**config.mk**
```make
export PLATFORM = sky130hd
export DESIGN_NAME = mpu6050_i2c_target_flat
export DESIGN_NICKNAME = d
export VERILOG_FILES = /design/src/rtl/mpu6050_i2c_target_if.sv /design/src/rtl/mpu6050_i2c_target.sv /design/src/flat_wrapper.sv
export SDC_FILE = /design/constraint.sdc
export NUM_CORES = 1
export LEC_CHECK = 0
export CAP_MARGIN = 20
export CORE_ASPECT_RATIO = 1.75
export CORE_UTILIZATION = 51
export DETAILED_ROUTE_END_ITERATION = 7
export GPL_ROUTABILITY_DRIVEN = 0
export GPL_TIMING_DRIVEN = 0
export PLACE_DENSITY_LB_ADDON = 0.25
export SLEW_MARGIN = 0
export SYNTH_ARGS = -nofsm -noshare
export SYNTH_HDL_FRONTEND = slang
export SYNTH_SLANG_ARGS = --single-unit
```
**constraint.sdc**
```tcl
create_clock -name clk_in -period 1.82 [get_ports clk_in]
set_input_delay 0.364 -clock clk_in [delete_from_list [all_inputs] [get_ports clk_in]]
set_output_delay 0.364 -clock clk_in [all_outputs]
set_load 0.05 [all_outputs]
```
**src/rtl/mpu6050_i2c_target_if.sv**
```systemverilog
// Open-drain I2C pad bundle between a bus initiator model and the MPU6050 target.
// sda_in carries the resolved wired-AND line level, sda_oe is the target's pull-down request.
`timescale 1ns/1ps
interface mpu6050_i2c_target_if;
  logic scl_in;
  logic sda_in;
  logic sda_oe;

  modport master (output scl_in, output sda_in, input sda_oe);
  modport slave  (input scl_in, input sda_in, output sda_oe);
endinterface

```
**src/rtl/mpu6050_i2c_target.sv**
```systemverilog
// MPU6050-compatible I2C target: config registers, WHO_AM_I and a coherent
// accelerometer snapshot, oversampling SCL/SDA on clk_in.
`timescale 1ns/1ps
module mpu6050_i2c_target #(
  parameter logic [6:0] DEV_ADDR     = 7'h68,
  parameter logic [7:0] WHO_AM_I_VAL = 8'h68
) (
  input  logic                       clk_in,
  input  logic                       n_rst,
  mpu6050_i2c_target_if.slave        bus,
  input  logic [47:0]                sample_in,
  input  logic                       sample_valid_in,
  output logic [7:0]                 pwr_mgmt_1,
  output logic [7:0]                 smplrt_div,
  output logic [7:0]                 config_reg,   // register CONFIG; "config" is a reserved word
  output logic [7:0]                 gyro_config,
  output logic [7:0]                 accel_config,
  output logic                       wr_strobe,
  output logic [7:0]                 wr_addr,
  output logic [7:0]                 wr_data,
  output logic                       busy
);

  typedef enum logic [3:0] {
    S_IDLE,
    S_ADDR,
    S_ADDR_ACK,
    S_PTR,
    S_PTR_ACK,
    S_WR_DATA,
    S_WR_ACK,
    S_RD_DATA,
    S_RD_ACK,
    S_IGNORE
  } state_t;

  state_t      state;
  logic        scl_meta, scl_sync, scl_prev;
  logic        sda_meta, sda_sync, sda_prev;
  logic        scl_rise, scl_fall, start_det, stop_det;
  logic [6:0]  rx_shift;
  logic [7:0]  rx_byte;
  logic [7:0]  tx_shift;
  logic [7:0]  ptr;
  logic [7:0]  rd_byte;
  logic [3:0]  bit_cnt;
  logic        ack_phase;
  logic        rd_mode;
  logic        sda_drive;
  logic [47:0] live_data;
  logic [47:0] snap_data;

  assign bus.sda_oe = sda_drive;

  // Synchronizers reset to the idle-bus level so reset release never fakes a START.
  always_ff @(posedge clk_in or negedge n_rst) begin
    if (!n_rst) begin
      {scl_prev, scl_sync, scl_meta} <= 3'b111;
      {sda_prev, sda_sync, sda_meta} <= 3'b111;
    end else begin
      // NOTE: non-blocking assignments let every stage sample the previous stage's old value.
      {scl_prev, scl_sync, scl_meta} <= {scl_sync, scl_meta, bus.scl_in};
      {sda_prev, sda_sync, sda_meta} <= {sda_sync, sda_meta, bus.sda_in};
    end
  end

  assign scl_rise  =  scl_sync & ~scl_prev;
  assign scl_fall  = ~scl_sync &  scl_prev;
  assign start_det =  scl_sync &  scl_prev & ~sda_sync &  sda_prev;
  assign stop_det  =  scl_sync &  scl_prev &  sda_sync & ~sda_prev;
  assign rx_byte   = {rx_shift, sda_sync};

  always_ff @(posedge clk_in or negedge n_rst) begin
    if (!n_rst) live_data <= '0;
    else if (sample_valid_in) live_data <= sample_in;
  end

  always_comb begin
    // NOTE: default first so no path through the case leaves rd_byte unassigned (no latch).
    rd_byte = 8'h00;
    case (ptr)
      8'h19:   rd_byte = smplrt_div;
      8'h1A:   rd_byte = config_reg;
      8'h1B:   rd_byte = gyro_config;
      8'h1C:   rd_byte = accel_config;
      8'h3B:   rd_byte = snap_data[47:40];
      8'h3C:   rd_byte = snap_data[39:32];
      8'h3D:   rd_byte = snap_data[31:24];
      8'h3E:   rd_byte = snap_data[23:16];
      8'h3F:   rd_byte = snap_data[15:8];
      8'h40:   rd_byte = snap_data[7:0];
      8'h6B:   rd_byte = pwr_mgmt_1;
      8'h75:   rd_byte = WHO_AM_I_VAL;
      default: rd_byte = 8'h00;
    endcase
  end

  always_ff @(posedge clk_in or negedge n_rst) begin
    if (!n_rst) begin
      // NOTE: the register file is a handful of flops, so every byte gets a reset value.
      state        <= S_IDLE;
      sda_drive    <= 1'b0;
      busy         <= 1'b0;
      rx_shift     <= '0;
      tx_shift     <= '0;
      bit_cnt      <= '0;
      ack_phase    <= 1'b0;
      rd_mode      <= 1'b0;
      ptr          <= 8'h00;
      snap_data    <= '0;
      pwr_mgmt_1   <= 8'h40;
      smplrt_div   <= 8'h00;
      config_reg   <= 8'h00;
      gyro_config  <= 8'h00;
      accel_config <= 8'h00;
      wr_strobe    <= 1'b0;
      wr_addr      <= 8'h00;
      wr_data      <= 8'h00;
    end else begin
      wr_strobe <= 1'b0;
      if (stop_det) begin
        state     <= S_IDLE;
        sda_drive <= 1'b0;
        busy      <= 1'b0;
      end else if (start_det) begin
        state     <= S_ADDR;
        bit_cnt   <= '0;
        sda_drive <= 1'b0;
      end else begin
        case (state)
          S_ADDR: if (scl_rise) begin
            rx_shift <= rx_byte[6:0];
            bit_cnt  <= bit_cnt + 4'd1;
            if (bit_cnt == 4'd7) begin
              bit_cnt   <= '0;
              ack_phase <= 1'b0;
              if (rx_byte[7:1] == DEV_ADDR) begin
                state   <= S_ADDR_ACK;
                busy    <= 1'b1;
                rd_mode <= rx_byte[0];
                if (rx_byte[0]) snap_data <= live_data;
              end else begin
                state <= S_IGNORE;
                busy  <= 1'b0;
              end
            end
          end

          // First fall after the 8th bit asserts ACK; the next one ends it.
          S_ADDR_ACK: if (scl_fall) begin
            if (!ack_phase) begin
              sda_drive <= 1'b1;
              ack_phase <= 1'b1;
            end else if (rd_mode) begin
              state     <= S_RD_DATA;
              sda_drive <= ~rd_byte[7];
              tx_shift  <= {rd_byte[6:0], 1'b0};
              bit_cnt   <= 4'd1;
              ptr       <= ptr + 8'd1;
            end else begin
              state     <= S_PTR;
              sda_drive <= 1'b0;
              bit_cnt   <= '0;
            end
          end

          S_PTR: if (scl_rise) begin
            rx_shift <= rx_byte[6:0];
            bit_cnt  <= bit_cnt + 4'd1;
            if (bit_cnt == 4'd7) begin
              ptr       <= rx_byte;
              state     <= S_PTR_ACK;
              bit_cnt   <= '0;
              ack_phase <= 1'b0;
            end
          end

          S_PTR_ACK, S_WR_ACK: if (scl_fall) begin
            if (!ack_phase) begin
              sda_drive <= 1'b1;
              ack_phase <= 1'b1;
            end else begin
              sda_drive <= 1'b0;
              state     <= S_WR_DATA;
              bit_cnt   <= '0;
            end
          end

          S_WR_DATA: if (scl_rise) begin
            rx_shift <= rx_byte[6:0];
            bit_cnt  <= bit_cnt + 4'd1;
            if (bit_cnt == 4'd7) begin
              case (ptr)
                8'h19:   smplrt_div   <= rx_byte;
                8'h1A:   config_reg   <= rx_byte;
                8'h1B:   gyro_config  <= rx_byte;
                8'h1C:   accel_config <= rx_byte;
                8'h6B:   pwr_mgmt_1   <= rx_byte;
                default: ;
              endcase
              wr_addr   <= ptr;
              wr_data   <= rx_byte;
              wr_strobe <= 1'b1;
              ptr       <= ptr + 8'd1;
              state     <= S_WR_ACK;
              bit_cnt   <= '0;
              ack_phase <= 1'b0;
            end
          end

          // bit_cnt counts bits already placed on SDA; the 8th fall hands the line back.
          S_RD_DATA: if (scl_fall) begin
            if (bit_cnt == 4'd8) begin
              sda_drive <= 1'b0;
              state     <= S_RD_ACK;
              ack_phase <= 1'b0;
            end else begin
              sda_drive <= ~tx_shift[7];
              tx_shift  <= {tx_shift[6:0], 1'b0};
              bit_cnt   <= bit_cnt + 4'd1;
            end
          end

          S_RD_ACK: begin
            if (scl_rise) begin
              if (sda_sync) state <= S_IGNORE;
              else ack_phase <= 1'b1;
            end else if (scl_fall && ack_phase) begin
              state     <= S_RD_DATA;
              sda_drive <= ~rd_byte[7];
              tx_shift  <= {rd_byte[6:0], 1'b0};
              bit_cnt   <= 4'd1;
              ptr       <= ptr + 8'd1;
            end
          end

          S_IDLE, S_IGNORE: ;
          default: state <= S_IDLE;
        endcase
      end
    end
  end

endmodule

```
**src/flat_wrapper.sv**
```systemverilog
// flat-port wrapper written by rule: the top's interface ports become plain ports
module mpu6050_i2c_target_flat 
#(
  parameter logic [6:0] DEV_ADDR     = 7'h68,
  parameter logic [7:0] WHO_AM_I_VAL = 8'h68
)
  (clk_in, n_rst, sample_in, sample_valid_in, pwr_mgmt_1, smplrt_div, config_reg, gyro_config, accel_config, wr_strobe, wr_addr, wr_data, busy, bus_scl_in, bus_sda_in, bus_sda_oe);
  mpu6050_i2c_target_if bus_i ();
  input  logic clk_in;
  input  logic n_rst;
  input  logic [47:0] sample_in;
  input  logic sample_valid_in;
  output logic [7:0] pwr_mgmt_1;
  output logic [7:0] smplrt_div;
  output logic [7:0] config_reg;
  output logic [7:0] gyro_config;
  output logic [7:0] accel_config;
  output logic wr_strobe;
  output logic [7:0] wr_addr;
  output logic [7:0] wr_data;
  output logic busy;
  input wire logic [$bits(bus_i.scl_in)-1:0] bus_scl_in;
  input wire logic [$bits(bus_i.sda_in)-1:0] bus_sda_in;
  output wire logic [$bits(bus_i.sda_oe)-1:0] bus_sda_oe;
  assign bus_i.scl_in = bus_scl_in;
  assign bus_i.sda_in = bus_sda_in;
  assign bus_sda_oe = bus_i.sda_oe;
  mpu6050_i2c_target #(.DEV_ADDR(DEV_ADDR), .WHO_AM_I_VAL(WHO_AM_I_VAL)) u_core (.clk_in(clk_in), .n_rst(n_rst), .bus(bus_i), .sample_in(sample_in), .sample_valid_in(sample_valid_in), .pwr_mgmt_1(pwr_mgmt_1), .smplrt_div(smplrt_div), .config_reg(config_reg), .gyro_config(gyro_config), .accel_config(accel_config), .wr_strobe(wr_strobe), .wr_addr(wr_addr), .wr_data(wr_data), .busy(busy));
endmodule
```
Yosys cells after proc, flatten, opt, wreduce, memory -nomap -nowiden
Index checks and enable logic that the tools add are counted.
- add/sub/neg operators: 2
- eq/ne operators: 68
- mux-type cells: 83
- bitwise logic cells: 15
- reduce and logical (&&, ||, !) cells: 30
- operators with widths (kind ; number):
    two-way mux 8 bit ; 16
    two-way mux 4 bit ; 29
    case mux 8 bit (12 select lines) ; 1
    != test 4 x 1 -> 1 bit (second input constant) ; 13
    AND reduction 6 bit ; 7
    == test 8 x 6 -> 1 bit (second input constant) ; 5
    == test 8 x 5 -> 1 bit (second input constant) ; 4
    case mux 4 bit (8 select lines) ; 1
    case mux 8 bit (4 select lines) ; 1
    two-way mux 1 bit ; 30
    != test 2 x 1 -> 1 bit (second input constant) ; 14
    == test 8 x 7 -> 1 bit (second input constant) ; 3
    != test 3 x 1 -> 1 bit (second input constant) ; 8
    case mux 8 bit (3 select lines) ; 1
    == test 4 x 3 -> 1 bit (second input constant) ; 5
    case mux 4 bit (5 select lines) ; 1
    AND reduction 10 bit ; 2
    AND reduction 15 bit ; 1
    == test 4 bit (second input constant) ; 3
    AND reduction 12 bit ; 1
    nonzero test 6 bit ; 2
    AND reduction 11 bit ; 1
    adder 8 x 1 -> 8 bit (second input constant) ; 1
    == test 4 x 2 -> 1 bit (second input constant) ; 2
    other kinds (23) ; 46
- register bits after elaboration: 194
- input port bits: 53
- output and inout bits: 59

Depth between registers and ports, before layout
Gate-level depths: netlist of run 1.
- depth in word-level cells: 9
- mapped depth: 8
- gate-level depth less buffers: 7

Worst setup path before layout of run 1
OpenSTA, ideal clock, no wires.
- path kind: flip-flop to flip-flop
- start: reg u_core.scl_sync
- end: reg u_core.state[1]
- library setup time: 0.125 ns
- data arrival time: 1.868 ns
- path slack: -0.173 ns
- cell stages (with the launch flop): 7
- clock period less this slack: 1.993 ns
- cell sequence: dfstp_2 > nor2b_1 > clkbuf_1 > a21o_1 > a31oi_1 > o31ai_2 > mux2_2
- cells in the longest elaborated chain, start to end: 5
- ends and longest elaborated chain (element ; line ; RTL):
    start: declaration ; mpu6050_i2c_target.sv:38 ; logic scl_meta, scl_sync, scl_prev;
    start signal: assignment ; mpu6050_i2c_target.sv:62 ; {scl_prev, scl_sync, scl_meta} <= {scl_sync, scl_meta, bus.scl_in};
    bitwise AND 1 bit (tied with other cells) ; mpu6050_i2c_target.sv:69, mpu6050_i2c_target.sv:70 ;
    bitwise AND 1 bit (tied with other cells) (2 in series) ; mpu6050_i2c_target.sv:70 ; assign stop_det = scl_sync & scl_prev & sda_sync & ~sda_prev;
    != test 5 x 4 -> 1 bit (no source line) (tied with other cells) ; n/a ;
    AND reduction 15 bit (no source line) or two-way mux 4 bit (tied branches) ; n/a ;
    end signal: assignment ; mpu6050_i2c_target.sv:101 ; state <= S_IDLE;
    end signal: assignment ; mpu6050_i2c_target.sv:122 ; state <= S_IDLE;
    end signal: assignment ; mpu6050_i2c_target.sv:126 ; state <= S_ADDR;
    end: declaration ; mpu6050_i2c_target.sv:37 ; state_t state;
Several ways; a longest one is shown, not always the timed one.
A chain may end at the register's enable or synchronous reset.

Final worst setup path of run 1
- start: reg u_core.bit_cnt[0]
- end: reg u_core.snap_data[36]
- cells in the longest elaborated chain, start to end: 2
- ends and longest elaborated chain (element ; line ; RTL):
    start: declaration ; mpu6050_i2c_target.sv:46 ; logic [3:0] bit_cnt;
    start signal: assignment ; mpu6050_i2c_target.sv:133 ; bit_cnt <= bit_cnt + 4'd1;
    start signal: assignment ; mpu6050_i2c_target.sv:169 ; bit_cnt <= bit_cnt + 4'd1;
    start signal: assignment ; mpu6050_i2c_target.sv:191 ; bit_cnt <= bit_cnt + 4'd1;
    == test 4 x 3 -> 1 bit ; mpu6050_i2c_target.sv:134 ; if (bit_cnt == 4'd7) begin
    AND reduction 7 bit (no source line) ; n/a ;
    end signal: assignment ; mpu6050_i2c_target.sv:141 ; if (rx_byte[0]) snap_data <= live_data;
    end: declaration ; mpu6050_i2c_target.sv:51 ; logic [47:0] snap_data;
Every way passes these cells.

==> impl_results.md, run 1 <==
* Run status: finished with violations
* Violated checks: negative setup slack
* H-Tree Depth at 4
* CTS tree: built
* Worst hold-check path type: primary input to register
* Critical Path AT at 2.46 ns
* Final #Nets at 1045
* FF+latch count, synth at 193
* Fin Setup TNS at -21.68 ns
* Vias at 7684
* Multiplexer share of the synthesized area at 19.4%
* Pin count of the biggest net entering global routing at 119
* Clk slew on worst S/H paths at 0.08 ns
* Layout Skew at 0.0150 ns
* Core region area at 0.0176 mm2
* Worst skew pair latency at 0.45 ns
* Synth Net Count at 834
* Crit-path slowest cell: dfrtp_2
* Largest registers: u_core.live_data: 48 flops, u_core.snap_data: 48 flops
* Unique masters post-synth at 77
* P&R area growth vs syn at 40.1%
* CP bufs+invs at 3
* Tot Pwr at 11400 uW
* Hold Violations, Final at 0
* CP Data Required Time at 2.14 ns
* Minimum clock period at 2.13 ns
* Cell Area, Synth at 0.00924 mm2
* Synth Area in Simple Gates at 12.8%
* Post-synth EDFFs at 0
* Synth Flop Type: dfrtp_1
* Slew @ Worst Pin at 0.709 ns
* Port Buf Inserts at 110
* Crit end category: register
* Vias in the first global route at 7762
* Final routed DRC violation total at 0
* Post-synthesis compound-gate area fraction at 10.9%
* Adder-cell area share of the yosys netlist at 0.813%
* CTS max path bufs at 2
* Final WL at 29200 um
* Hold_ws at 0.332 ns
* Chip Height at 180 um
* Final period utilization at 117%
* TritonCTS Sinks at 193
* Routed Antenna Nets at 0
* XOR/XNOR share of the synthesized area at 0.0948%
* Largest family of logic cells by synthesized area: multiplexers
* CP Class: register to register
* Worst setup SP type: register
* Worst vdd ir at 0.607 mV
* GRT Total Usage at 30.4%
* Ys async rst share at 100%
* # rows at 64
* Max Slew Vio Count at 0
* Max incr delay on CP at 0.42 ns
* Starting DRT DRC Count at 595
* Initial core utilization at 52.4%
* Filler instances at 1169
* Top Ports at 112
* Minimum setup slack after placement at -0.617 ns
* Layout cell share with drive strength beyond 1 at 43.3%
* Critical-path maximum fanout at 5
* Leak at 0.00603 uW
* First-pass GRT wire length at 42700 um
* ANT cells at 0
* Pwr Density at 884 mW/mm2
* Syn. warnings at 0
* Final WS setup at -0.313 ns
* First-pass detailed-route iteration total at 5
* Initial antenna violation count at 0
* # setup viols final at 114
* Post-synthesis sequential area ratio at 52.4%
* Slew headroom at 52.8%
* Post-Syn Instances at 775
* TritonCTS buffer count at 17
* Post-DP HPWL at 18100 um
* CP cell instances: ha_4 -> nand3b_1 -> buf_6 -> nor4_4 -> nand2_2 -> buf_8 -> buf_12 -> mux2_4
* Avg Inst Size Synth at 11.9 um2
* GRT Residual Overflow at 0
* Fmax at 0.469 GHz
* Die footprint at 0.0187 mm2
* Number of max-cap violations at 0
* Wire per inst at 23.8 um
* Clock Tree Root: clkbuf_16
* Chip width at 104 um
* CP top delay family: simple AND/OR/NAND/NOR gates
* RSZ-0062 raised after global routing: true
* Vias/cell at 6.25
==> where the power goes <==
group,internal (uW),switching [uW]
Sequential,4510,183
Clock,2080,1800
Combinational,1310,1550
Total,7900,3540
==> area by class of cell <==
class                   instances  area (um2)  area share (%)
plain buffers                  44         419            3.24
clock buffers                  18         429            3.32
clock inverters                14         173            1.33
inverters                      18        85.1           0.658
multi-input cells             510        4760            36.8
flip-flops and latches        193        4850            37.5
well taps                     231         289            2.23
repair buffers                202        1940            15.0
==> placed cells by master (no fill, tap or decap), types with 5 or more instances in the layout <==
cell type,count
buf_8,5
ha_4,5
nand2b_1,9
a22oi_1,11
mux2_4,16
clkbuf_4,5
dlygate4sd2_1,57
nand2_1,64
clkbuf_1,6
nand4_1,8
dfrtp_2,8
a22oi_2,5
buf_4,64
clkbuf_16,19
mux2_2,133
inv_1,15
nor3_4,7
a21oi_1,17
nand3b_1,8
mux2i_1,8
buf_12,6
nand3_2,5
nand3_1,25
nor4b_4,5
dfrtp_1,178
nand2_2,5
buf_6,37
nor2_1,11
dfstp_2,7
o21ai_0,16
clkdlybuf4s50_1,50
==> cell families after synthesis <==
family,after synthesis
adders and majority gates,6
and+or+nand+nor,209
muxes,157
DFF,193
AOI/OAI and AO/OA,136
buffers and inverters,73
xor gates and xnor gates,1
==> metal layers <==
| layer | vias to the layer above | GRT usage [%] | routed length [um] |
|---|---|---|---|
| li1 | 3248 | - | - |
| met5 | - | 0 | 0 |
| met4 | 0 | 20.4 | 2290 |
| met1 | 3865 | 31.8 | 9930 |
| met2 | 410 | 55.4 | 15300 |
| met3 | 161 | 4.99 | 1740 |
==> final timing paths <==
kind | start | end | slack (ns) | depth (start not counted)
hold reg to reg | u_core.sda_meta | u_core.sda_sync | 0.36 | 0
hold / removal | bus_scl_in | u_core.scl_meta | 0.33 | 1
setup reg to reg | u_core.bit_cnt[0] | u_core.snap_data[36] | -0.31 | 8
min in group asynchronous | n_rst | u_core.wr_addr[4] | 0.49 | 2
max in group asynchronous | n_rst | u_core.rx_shift[4] | 0.32 | 3
setup / recovery | u_core.bit_cnt[0] | u_core.snap_data[36] | -0.31 | 8
==> stage by stage <==
stage / util (%) / std cells / area (um2)
after detailed placement: 61.5 / 1117 / 10800
after global placement: 61.3 / 1116 / 10800
after floorplan: - / 775 / 9410
after CTS: 70.5 / 1207 / 12400
after global routing: 73.5 / 1230 / 12900
final: 73.5 / 1230 / 12900
==> Yosys cell counts, types with 3 or more instances <==
library cell  instances  share of area (%)
o22ai_1               4               0.27
buf_2                17               0.92
and3b_1               5               0.47
a21boi_0              5               0.41
clkbuf_2              3               0.16
and3_1                5               0.34
nand4_1               8               0.54
buf_6                 3               0.37
mux2i_1               8               0.87
inv_1                17               0.69
dfrtp_1             186                 50
o2bb2ai_1             3               0.28
clkbuf_1             22               0.89
a2bb2oi_1             6               0.57
o21ai_0              21                1.1
ha_1                  6               0.81
nor2_1               14               0.57
dfstp_2               7                2.0
nand3b_1              8               0.65
nand3_1              31                1.7
nor3_1               11               0.60
buf_1                 8               0.33
a221oi_1              3               0.28
a2111oi_0             3               0.28
nand3_2               3               0.33
nor3b_1               3               0.24
o211ai_1              4               0.33
o21bai_1              3               0.24
a31oi_1               4               0.27
a21oi_1              24                1.3
nand2_1              72                2.9
mux2_2              140                 17
a22o_1                5               0.47
o221ai_1              7               0.66
nor2b_1              10               0.68
nand2b_1             10               0.68
and2_1                5               0.34
a211oi_1              4               0.33
a22oi_1              16                1.3
a21o_1                3               0.24
mux2_4                9                1.5
==> worst register-to-register path, cell delays in order, from the launching register on <==
cell	delay [ns]
dfrtp_2	0.42
ha_4	0.15
nand3b_1	0.15
buf_6	0.17
nor4_4	0.35
nand2_2	0.16
buf_8	0.18
buf_12	0.14
mux2_4	0.30
==> timing repair <==
item                                    4_1_cts  5_1_grt
cloned                                        3        2
hold buffers                                  1        0
resized for setup                           215       82
endpoints found under the hold margin        72        0
endpoints found under the setup margin      194      126
buffers inserted                             62       26
pin swaps                                    53       39
Power figures use the tool's default switching activity.
==> run 2, diff against run 1 <==
ABC_CLOCK_PERIOD_IN_PS = 1820   (was unset)
GPL_ROUTABILITY_DRIVEN = unset   (was 0)
==> impl_results.md, run 2 (synthesis results as in run 1) <==
* Run status: finished with violations
* Violated checks: negative hold slack, negative setup slack
* ANT cells at 0 (unchanged)
* P&R area growth vs syn at 38.7%
* Final routed DRC violation total at 0 (unchanged)
* Final WS setup at -0.288 ns (+0.0255 ns)
* Max incr delay on CP at 0.44 ns (+0.02 ns)
* Clock Tree Root: clkbuf_16
* Placed cells at 1117 (unchanged)
* # setup viols final at 110 (-3.5%)
* Core region area at 0.0176 mm2 (unchanged)
* Crit-path slowest cell: nor4_4
* Chip width at 104 um (unchanged)
* TritonCTS buffer count at 17 (unchanged)
* # rows at 64 (unchanged)
* Final #Nets at 1028 (-1.6%)
* Final WL at 28900 um (-0.98%)
* First-pass GRT wire length at 43700 um (+2.2%)
* Layout cell share with drive strength beyond 1 at 42.2% (-1.1 points)
* Port Buf Inserts at 110 (unchanged)
* Post-DP HPWL at 18900 um (+4.0%)
* Worst vdd ir at 0.679 mV (+12%)
* First-pass detailed-route iteration total at 5 (unchanged)
* Slew @ Worst Pin at 0.878 ns (+0.169 ns)
* Most frequent cells in the layout: 180 x dfrtp_1, 127 x mux2_2, 64 x nand2_1
* Worst hold-check path type: primary input to asynchronous set/reset pin
* Vias/cell at 6.14 (-1.7%)
* Worst skew pair latency at 0.44 ns (about the same)
* Wire per inst at 23.9 um (+0.49%)
* CP Class: register to register
* Most common cell after layout, fill and taps aside: dfrtp_1
* Minimum clock period at 2.11 ns (-0.0255 ns)
* Clk slew on worst S/H paths at 0.07 ns (about the same)
* H-Tree Depth at 4 (unchanged)
* Number of max-cap violations at 0 (unchanged)
* Hold Violations, Final at 12 (+12)
* Initial core utilization at 52.4% (unchanged)
* Placer Congestion at 0.975
* GRT Total Usage at 31.3% (+0.92 points)
* CP Data Required Time at 2.15 ns (about the same)
* CP bufs+invs at 2 (-1)
* Tot Pwr at 11400 uW (-0.44%)
* Largest registers: u_core.live_data: 48 flops, u_core.snap_data: 48 flops
* RSZ-0062 raised after global routing: true
* Critical Path AT at 2.44 ns (-0.02 ns)
* Fmax at 0.474 GHz (+1.2%)
* Leak at 0.00598 uW (-0.82%)
* Initial antenna violation count at 0 (unchanged)
* CTS tree: built
* Crit end category: register
* Vias in the first global route at 7774 (+0.15%)
* Vias at 7446 (-3.1%)
* Filler instances at 1217 (+4.1%)
* Pwr Density at 889 mW/mm2 (+0.57%)
* Top Ports at 112 (unchanged)
* Final period utilization at 116% (-1.4 points)
* Layout Skew at 0.00945 ns (-0.00557 ns)
* Die footprint at 0.0187 mm2 (unchanged)
* CTS max path bufs at 2 (unchanged)
* Pin count of the biggest net entering global routing at 115 (-3.4%)
* Slew headroom at 41.5% (-11 points)
* GRT Residual Overflow at 0 (unchanged)
* Critical-path maximum fanout at 5 (unchanged)
* Max Slew Vio Count at 0 (unchanged)
* Hold_ws at -0.0488 ns (-0.381 ns)
* CP top delay family: simple AND/OR/NAND/NOR gates
* Chip Height at 180 um (unchanged)
* Fin cells at 1212 (-1.5%)
* Starting DRT DRC Count at 597 (+0.34%)
* TritonCTS Sinks at 193 (unchanged)
* Worst setup SP type: register
* Routed Antenna Nets at 0 (unchanged)
* CP cell instances: ha_4 -> nand3b_1 -> nor4_4 -> nand2_2 -> buf_6 -> clkbuf_16 -> mux2_2
-- run 2: cell count changes in the layout (fill, tap and decap cells not counted), sizes merged --
cell / delta
clkinvlp: -1
dlygate4sd3: -1
buf: -14
a2bb2oi: +1
inv: -3
-- run 2: metal layers --
metal | track usage, % | share of wire [%] | vias up
met3 | 4.77 | 4.3 | 136
met1 | 32.7 | 35 | 3752
met5 | 0 | 0 | -
met2 | 55.9 | 53 | 337
met4 | 24.3 | 8.1 | 0
li1 | - | - | 3221
-- run 2: per-stage QoR --
| step | area [um2] | util (%) | setup WS (ns) | TNS (ns) | hold WS (ns) |
|---|---|---|---|---|---|
| final | 12800 | 72.7 | -0.288 | -20.39 | -0.0488 |
| after global routing | 12800 | 72.7 | -0.336 | -25.60 | 0.0578 |
| after CTS | 12400 | 70.3 | -0.340 | -19.42 | 0.0277 |
| after detailed placement | 10800 | 61.5 | -0.704 | -57.30 | 0.348 |
| after global placement | 10800 | 61.3 | -8.36 | -1513.44 | 0.347 |
| after floorplan | 9410 | - | -0.0659 | -0.786 | 0.0684 |
-- run 2: worst paths after layout --
| path | start | end | slack [ns] | depth (start not counted) |
|---|---|---|---|---|
| worst max-delay path | u_core.bit_cnt[1] | u_core.snap_data[16] | -0.29 | 7 |
| min in group clk_in | bus_sda_in | u_core.sda_meta | 0.32 | 1 |
| worst min register to register | u_core.scl_meta | u_core.scl_sync | 0.36 | 0 |
| worst min-delay path | n_rst | u_core.wr_addr[2] | -0.05 | 1 |
| max in group asynchronous | n_rst | u_core.state[3] | 0.86 | 2 |
| worst max register to register | u_core.bit_cnt[1] | u_core.snap_data[16] | -0.29 | 7 |
-- run 2: worst reg2reg max path, stage by stage (launching register included) --
cell	delay, ns
dfrtp_1	0.40
ha_4	0.15
nand3b_1	0.20
nor4_4	0.44
nand2_2	0.17
buf_6	0.19
clkbuf_16	0.16
mux2_2	0.27
-- run 2: power breakdown --
part           internal [uW]  total, uW  switching, uW  leakage (uW)
clock network           2080       3770           1690      0.000272
registers               4510       4710            192       0.00254
logic                   1320       2910           1600       0.00317
total                   7910      11400           3480       0.00598
-- run 2: final cells by class --
cell class / count / area, um2 / share of cell area [%]
flip-flops and latches: 193 / 4850 / 37.8
multi-input cells: 511 / 4830 / 37.7
clock inverters: 10 / 129 / 1.01
repair buffers: 182 / 1750 / 13.7
clock buffers: 21 / 450 / 3.52
well taps: 231 / 289 / 2.26
inverters: 18 / 85.1 / 0.664
plain buffers: 46 / 428 / 3.34
-- run 2: what timing repair did --
action                                  4_1_cts  5_1_grt
pin swaps                                    35       32
setup buffers                                49       20
endpoints found under the setup margin      194      134
hold buffers                                  0        0
gates cloned                                  4        1
gates resized for setup                     222       74
==> run 3, diff against run 2 <==
CAP_MARGIN = 15   (was 20)
==> results of run 3 <==
The final DEF is identical to that of run 2; final timing and power are the same.
